File: src/rtl/cordic_pkg.sv
// Shared types and constants for the CORDIC iteration stages.
package cordic_pkg;

  localparam int unsigned WIDTH = 16;

  localparam logic signed [WIDTH-1:0] SAT_MAX = {1'b0, {(WIDTH-1){1'b1}}};
  localparam logic signed [WIDTH-1:0] SAT_MIN = {1'b1, {(WIDTH-1){1'b0}}};

  typedef logic signed [WIDTH-1:0] sample_t;

  typedef enum logic {
    CCW = 1'b0,
    CW  = 1'b1
  } dir_e;

endpackage

File: src/rtl/cordic_jln2_iter_if.sv
// Vector/control bundle for one CORDIC micro-rotation stage.
interface cordic_jln2_iter_if #(
  parameter int unsigned WIDTH = 16
);
  logic                    in_valid;
  logic                    c2;
  logic                    c1;
  logic                    c0;
  logic signed [WIDTH-1:0] X;
  logic signed [WIDTH-1:0] Y;
  logic                    out_valid;
  logic signed [WIDTH-1:0] Xnew;
  logic signed [WIDTH-1:0] Ynew;

  modport master (
    output in_valid, c2, c1, c0, X, Y,
    input  out_valid, Xnew, Ynew
  );

  modport slave (
    input  in_valid, c2, c1, c0, X, Y,
    output out_valid, Xnew, Ynew
  );
endinterface

File: src/rtl/cordic_sat_addsub.sv
// Signed add/subtract in WIDTH+1 bits, clamped back to WIDTH bits.
module cordic_sat_addsub #(
  parameter int unsigned WIDTH = 16
) (
  input  logic signed [WIDTH-1:0] a,
  input  logic signed [WIDTH-1:0] b,
  input  logic                    sub,
  output logic signed [WIDTH-1:0] y
);

  localparam logic signed [WIDTH-1:0] SatMax = {1'b0, {(WIDTH-1){1'b1}}};
  localparam logic signed [WIDTH-1:0] SatMin = {1'b1, {(WIDTH-1){1'b0}}};

  logic signed [WIDTH:0] ae;
  logic signed [WIDTH:0] be;
  logic signed [WIDTH:0] sum;

  always_comb begin
    ae  = {a[WIDTH-1], a};
    be  = {b[WIDTH-1], b};
    sum = sub ? (ae - be) : (ae + be);
    // The two top bits disagree only when the result left the WIDTH-bit range.
    if (sum[WIDTH] != sum[WIDTH-1]) begin
      y = sum[WIDTH] ? SatMin : SatMax;
    end else begin
      y = sum[WIDTH-1:0];
    end
  end

endmodule

File: src/rtl/cordic_jln2_iter.sv
// Registered Enhanced-CORDIC micro-rotation at jump level SHIFT (shift SHIFT or SHIFT+1).
module cordic_jln2_iter #(
  parameter int unsigned WIDTH = 16,
  parameter int unsigned SHIFT = 2
) (
  input logic              clk,
  input logic              rst_n,
  cordic_jln2_iter_if.slave bus
);
  import cordic_pkg::*;

  logic signed [WIDTH-1:0] xs;
  logic signed [WIDTH-1:0] ys;
  logic signed [WIDTH-1:0] x_b;
  logic signed [WIDTH-1:0] y_b;
  logic signed [WIDTH-1:0] x_res;
  logic signed [WIDTH-1:0] y_res;
  logic                    x_sub;
  logic                    y_sub;
  dir_e                    dir;

  logic                    out_valid_q;
  logic signed [WIDTH-1:0] xnew_q;
  logic signed [WIDTH-1:0] ynew_q;

  always_comb begin
    dir = dir_e'(bus.c1);
    xs  = bus.c2 ? (bus.X >>> (SHIFT + 1)) : (bus.X >>> SHIFT);
    ys  = bus.c2 ? (bus.Y >>> (SHIFT + 1)) : (bus.Y >>> SHIFT);
    // Pass-through is an add of zero, which can never saturate.
    x_b   = bus.c0 ? ys : '0;
    y_b   = bus.c0 ? xs : '0;
    x_sub = bus.c0 && (dir == CCW);
    y_sub = bus.c0 && (dir == CW);
  end

  cordic_sat_addsub #(
    .WIDTH (WIDTH)
  ) u_x_addsub (
    .a   (bus.X),
    .b   (x_b),
    .sub (x_sub),
    .y   (x_res)
  );

  cordic_sat_addsub #(
    .WIDTH (WIDTH)
  ) u_y_addsub (
    .a   (bus.Y),
    .b   (y_b),
    .sub (y_sub),
    .y   (y_res)
  );

  always_ff @(posedge clk or negedge rst_n) begin
    if (!rst_n) begin
      out_valid_q <= 1'b0;
      xnew_q      <= '0;
      ynew_q      <= '0;
    end else begin
      out_valid_q <= bus.in_valid;
      if (bus.in_valid) begin
        xnew_q <= x_res;
        ynew_q <= y_res;
      end
    end
  end

  assign bus.out_valid = out_valid_q;
  assign bus.Xnew      = xnew_q;
  assign bus.Ynew      = ynew_q;

endmodule

File: src/flat_wrapper.sv
// flat-port wrapper written by rule: the top's interface ports become plain ports
module cordic_jln2_iter_flat import cordic_pkg::*;
#(
  parameter int unsigned WIDTH = 16,
  parameter int unsigned SHIFT = 2
)
  (clk, rst_n, bus_in_valid, bus_c2, bus_c1, bus_c0, bus_X, bus_Y, bus_out_valid, bus_Xnew, bus_Ynew);
  cordic_jln2_iter_if #(.WIDTH(WIDTH)) bus_i ();
  input logic clk;
  input logic rst_n;
  input wire logic [$bits(bus_i.in_valid)-1:0] bus_in_valid;
  input wire logic [$bits(bus_i.c2)-1:0] bus_c2;
  input wire logic [$bits(bus_i.c1)-1:0] bus_c1;
  input wire logic [$bits(bus_i.c0)-1:0] bus_c0;
  input wire logic [$bits(bus_i.X)-1:0] bus_X;
  input wire logic [$bits(bus_i.Y)-1:0] bus_Y;
  output wire logic [$bits(bus_i.out_valid)-1:0] bus_out_valid;
  output wire logic [$bits(bus_i.Xnew)-1:0] bus_Xnew;
  output wire logic [$bits(bus_i.Ynew)-1:0] bus_Ynew;
  assign bus_i.in_valid = bus_in_valid;
  assign bus_i.c2 = bus_c2;
  assign bus_i.c1 = bus_c1;
  assign bus_i.c0 = bus_c0;
  assign bus_i.X = bus_X;
  assign bus_i.Y = bus_Y;
  assign bus_out_valid = bus_i.out_valid;
  assign bus_Xnew = bus_i.Xnew;
  assign bus_Ynew = bus_i.Ynew;
  cordic_jln2_iter #(.WIDTH(WIDTH), .SHIFT(SHIFT)) u_core (.clk(clk), .rst_n(rst_n), .bus(bus_i));
endmodule
File: config.mk
export PLATFORM = sky130hd
export DESIGN_NAME = cordic_jln2_iter_flat
export DESIGN_NICKNAME = d
export VERILOG_FILES = /design/src/rtl/cordic_pkg.sv /design/src/rtl/cordic_jln2_iter_if.sv /design/src/rtl/cordic_sat_addsub.sv /design/src/rtl/cordic_jln2_iter.sv /design/src/flat_wrapper.sv
export SDC_FILE = /design/constraint.sdc
export NUM_CORES = 1
export LEC_CHECK = 0
export ABC_AREA = 1
export CORE_ASPECT_RATIO = 2
export CORE_UTILIZATION = 55
export DETAILED_ROUTE_END_ITERATION = 12
export PLACE_DENSITY = 0.8
export SLEW_MARGIN = 25
export SYNTH_ARGS = -nofsm -noshare
export SYNTH_HDL_FRONTEND = slang
export SYNTH_SLANG_ARGS = --single-unit
File: constraint.sdc
create_clock -name clk -period 0.8 [get_ports clk]
set_input_delay 0.16 -clock clk [delete_from_list [all_inputs] [get_ports clk]]
set_output_delay 0.16 -clock clk [all_outputs]
set_load 0.005 [all_outputs]
==> results of run 1 <==
## cells in the mapped netlist, drive strengths merged, types with 4 or more instances
cell    instances  area (um2)
ha             34         425
a21oi          51         330
buf            12         111
nand3          50         325
nand2         200         793
dfrtp          33         826
clkbuf          4        15.0
xor2           29         254
nor2           65         249
xnor2          19         166
nor3            4        20.0
o21ai          27         135
inv            97         367
## cells by family after synthesis
| kind of cell | count (synthesis) | synth area share [%] |
|---|---|---|
| fa+ha+maj | 36 | 11.0 |
| buf+inv | 113 | 11.7 |
| simple gates | 331 | 34.8 |
| flops | 33 | 19.6 |
| compound gates | 89 | 12.9 |
| xor+xnor | 48 | 9.96 |
## stage by stage
stage	TNS (ns)	utilization (%)
after floorplan	-66.08	-
after global placement	-100.34	88.6
after detailed placement	-105.26	88.6
==> impl_results.md, run 1 <==
- Die W: 63.9 um
- Halt Stage: clock tree synthesis (4_1_cts)
- Seq/Total Area, Yosys: 19.6%
- CTS Hold Buffers Added: 0
- Post-synth cell types: 36
- Post-CTS Setup Repair Bufs: 35
- Num CTS Buffers: 5
- Run Error: [ERROR DPL-0033] detailed placement checks failed during check placement.
- Synthesized Nets: 724
- Die height: 126 um
- Synth warnings: 0
- Dpl hpwl: 13100 um
- Rows: 44
- Clock Sinks: 33
- Starting Density: 57.6%
- Status: stopped before the end
- Cells after Synth: 650
- Post-place setup slack: -3.23 ns
- Prevailing post-synth register cell: dfrtp_1
- I/O pin count: 71
- Input/output buffers: 70
- Syn Area/Cell: 6.49 um2
- FFs w/ async S/R, synth: 100%
- Synth Register Bits: 33
- Clock buffer depth: 2
- Netlist Area Pre-Place: 4220 um2
- H-tree depth: 2
- Post-synth EDFFs: 0
- Placed cell areas: 6480 um2
- Placed insts: 986
- Gp weighted congestion: 1.01
- CTS root buf: clkbuf_16
- # resized after CTS: 309
==> run 2, diff against run 1 <==
--- a/config.mk
+++ b/config.mk
@@ -6,10 +6,9 @@
 export NUM_CORES = 1
 export LEC_CHECK = 0
 export ABC_AREA = 1
-export CORE_ASPECT_RATIO = 2
-export CORE_UTILIZATION = 55
+export CORE_UTILIZATION = 40
 export DETAILED_ROUTE_END_ITERATION = 12
-export PLACE_DENSITY = 0.8
+export PLACE_DENSITY_LB_ADDON = 0.15
 export SLEW_MARGIN = 25
 export SYNTH_ARGS = -nofsm -noshare
 export SYNTH_HDL_FRONTEND = slang
==> run 2 against run 1 <==
Net effect: the flow now finishes, with violations (setup timing); synthesized cell count stayed put; area after synthesis stayed put.
==> impl_results.md, run 2 <==
- Num CTS Buffers: 5
- Drt first-iter violations: 225
- Clock Power Share: 12.0%
- Die height: 105 um
- Placed cell areas: 6490 um2
- Lkg Pwr: 4.05 nW
- ANT cells: 0
- Final-report max-slew violation count: 0
- H-tree depth: 2
- PD cells: 1840 nW/um2
- First-pass GRT wire length: 23800 um
- Worst Setup SP: bus_c2
- Number of buffers and inverters on the critical path: 6
- Total global routing track utilization: 26.6%
- Internal power: 8.23 mW
- Input/output buffers: 70
- Post-synth EDFFs: 0
- Area contributors post-synth: dfrtp_1 (20%), nand2_1 (16%), ha_1 (10%), inv_1 (8.3%), xor2_1 (6.0%)
- Clock buffer depth: 2
- Via density: 4.85
- Crit path max-delay family: simple AND/OR/NAND/NOR gates
- Syn Area/Cell: 6.49 um2
- Routed Antenna Nets: 0
- Synthesized Nets: 724
- RR Endpoint: u_core.bus.Ynew[15]
- Critical path arrival: 3.46 ns
- Max frequency: 309 MHz
- Failing checks: setup timing
- Core Box Area: 10300 um2
- CTS Hold Buffers Added: 0
- CP Class: input port to flop
- Total Routed Length: 14700 um
- DR WL/cell: 13.5 um
- CP Data Required Time: 1.02 ns
- Post-synth top area cell: dfrtp_1
- CTS root buf: clkbuf_8
- Final min period: 3.24 ns
- Clock Sinks: 33
- Post-synth cell types: 36
- Slowest CP cell: or3b_4
- Share of post-route cells with drive strength above 1: 47.8%
- Startpoint types: input port
- Most instantiated library cell after synthesis: nand2_1
- Commonest non-fill, non-tap cell in the layout: buf_4
- CTS tree: built
- Final instance area: 7560 um2
- Prevailing post-synth register cell: dfrtp_1
- Crit path capture: u_core.bus.Xnew[10]
- Metal2 WL: 7090 um
- Sequential Power Share: 17.9%
- Die W: 105 um
- Gp weighted congestion: 0.930
- Worst R2R Start: u_core.bus.Ynew[15]
- Seq/Total Area, Yosys: 19.6%
- Final setup vio count: 65
- Largest stage delay, worst path: 0.44 ns
- Final hold vios: 0
- Initial antenna violation count: 0
- # DRC: 0
- Synth Register Bits: 33
- PnR worst setup slack: -2.44 ns
- Starting Density: 41.1%
- Vias in the first global route: 5103
- Cells after Synth: 650
- Rows: 37
- WL met1: 6840 um
- Hold_ws: 0.224 ns
- I/O pin count: 71
- Dpl hpwl: 10600 um
- RSZ-0062 raised after global routing: yes
- Die ar.: 11000 um2
- Switching share of power: 40.7%
- NumNets Final: 1031
- Most frequent cells in the layout: buf_4 (225), nand2_1 (146), inv_1 (78)
- Final setup TNS: -80.77 ns
- Netlist Area Pre-Place: 4220 um2
- FFs w/ async S/R, synth: 100%
- Layout area overhead: 79.0%
- Synth warnings: 0
- Peak VDD IR: 1120 uV
- Worst slew margin: 76.1%
- Worst-path maximum fanout: 5
- Vias post-DR: 5307
- Setup crit end kind: flop
- Combinational power share: 70.0%
- Final Skew: 0 ns
- Worst R2R Path Depth: 4
- Status: finished with violations
- Switch Pwr: 5.65 mW
- Critical path depth: 26
- Max-cap violation count: 0
- Slew @ Worst Pin: 0.357 ns
- DR WL met3: 479 um
- Synth cell count leaders: nand2_1 (183), inv_1 (93), nor2_1 (63), nand3_1 (35), ha_1 (34)
- Largest net degree at the start of global routing: 34
- DR top layer: met4
- R2r setup slk: -0.11 ns
- Tcrit/Tclk final: 405%
- Post-synth top area share: 19.6%
- Drt pass-1 iters: 5
- GR Overflow Total: 0
- Clk pin slew, worst setup/hold paths: 0.07 ns
- Hold Path Class: input port to asynchronous set/reset pin
- Later-pin clock latency in the skew report: 0.30 ns
[run 2: cell counts after synthesis]
Identical to the previous run, type by type.
[run 2: how the worst min path moves through the flow]
stage,end,cells past startpoint
6_report,u_core.bus.Ynew[11],2
5_1_grt,u_core.bus.Ynew[11],2
4_1_cts,u_core.bus.Ynew[10],2
3_5_place_dp,u_core.bus.Xnew[14],2
3_3_place_gp,u_core.bus.Xnew[0],2
2_1_floorplan,u_core.bus.Xnew[0],0
[run 2: area by class of cell]
type                       count  area (um2)
clock buffer                   7        86.3
clock inverter                 1        30.0
fill                         802        2720
inverter                      97         384
multi-input combinational    505        3560
sequential                    33         826
tap                          136         170
timing repair buffer         314        2490
timing repair inverter         1        8.76
[run 2: power groups by stage]
stage | Clock (mW) | Combinational [mW] | Sequential (mW)
after floorplan | 0 | 3.86 | 2.58
after global routing | 1.76 | 10.5 | 2.54
after global placement | 0 | 7.73 | 2.53
after detailed placement | 0 | 7.85 | 2.55
final | 1.67 | 9.72 | 2.49
after CTS | 1.68 | 8.66 | 2.49
[run 2: metal layers]
layer | global-route usage [%] | up-vias
li1 | - | 2677
met1 | 35.5 | 2484
met2 | 44.9 | 123
met3 | 2.50 | 23
met4 | 8.65 | 0
met5 | 0 | -
[run 2: per-stage QoR]
stage | worst slack (ns) | cells | util, % | total power [mW]
final | -2.44 | 1094 | 73.5 | 13.9
after global routing | -2.59 | 1094 | 73.5 | 14.8
after CTS | -2.29 | 1072 | 69.5 | 12.8
after detailed placement | -3.18 | 1022 | 63.2 | 10.4
after global placement | -3.10 | 1022 | 63.2 | 10.3
after floorplan | -2.16 | 650 | - | 6.44
[run 2: kinds of logic (layout without fill, tap and decap cells)]
| logic type | after synthesis | count (layout) | share of synthesized area [%] |
|---|---|---|---|
| AO/OA/AOI/OAI | 89 | 89 | 12.9 |
| AND/OR/NAND/NOR | 331 | 332 | 34.8 |
| buffers and inverters | 113 | 420 | 11.7 |
| flip-flops | 33 | 33 | 19.6 |
| XOR/XNOR | 48 | 48 | 9.96 |
| adder cells (fa/ha/maj) | 36 | 36 | 11.0 |
[run 2: repair_timing]
action / CTS / global route
pin swaps: 46 / 39
resized for setup: 261 / 63
endpoints found under the setup margin: 65 / 65
gates cloned: 5 / 1
hold endpoints to repair: 0 / 0
setup buffers: 37 / 23
[run 2: worst register-to-register path, stage by stage, from the launching register on]
cell	delay, ns
dfrtp_1	0.40
buf_4	0.14
buf_4	0.12
nor2_1	0.09
a31oi_1	0.05
No activity file was read; power rests on OpenSTA's default activity.
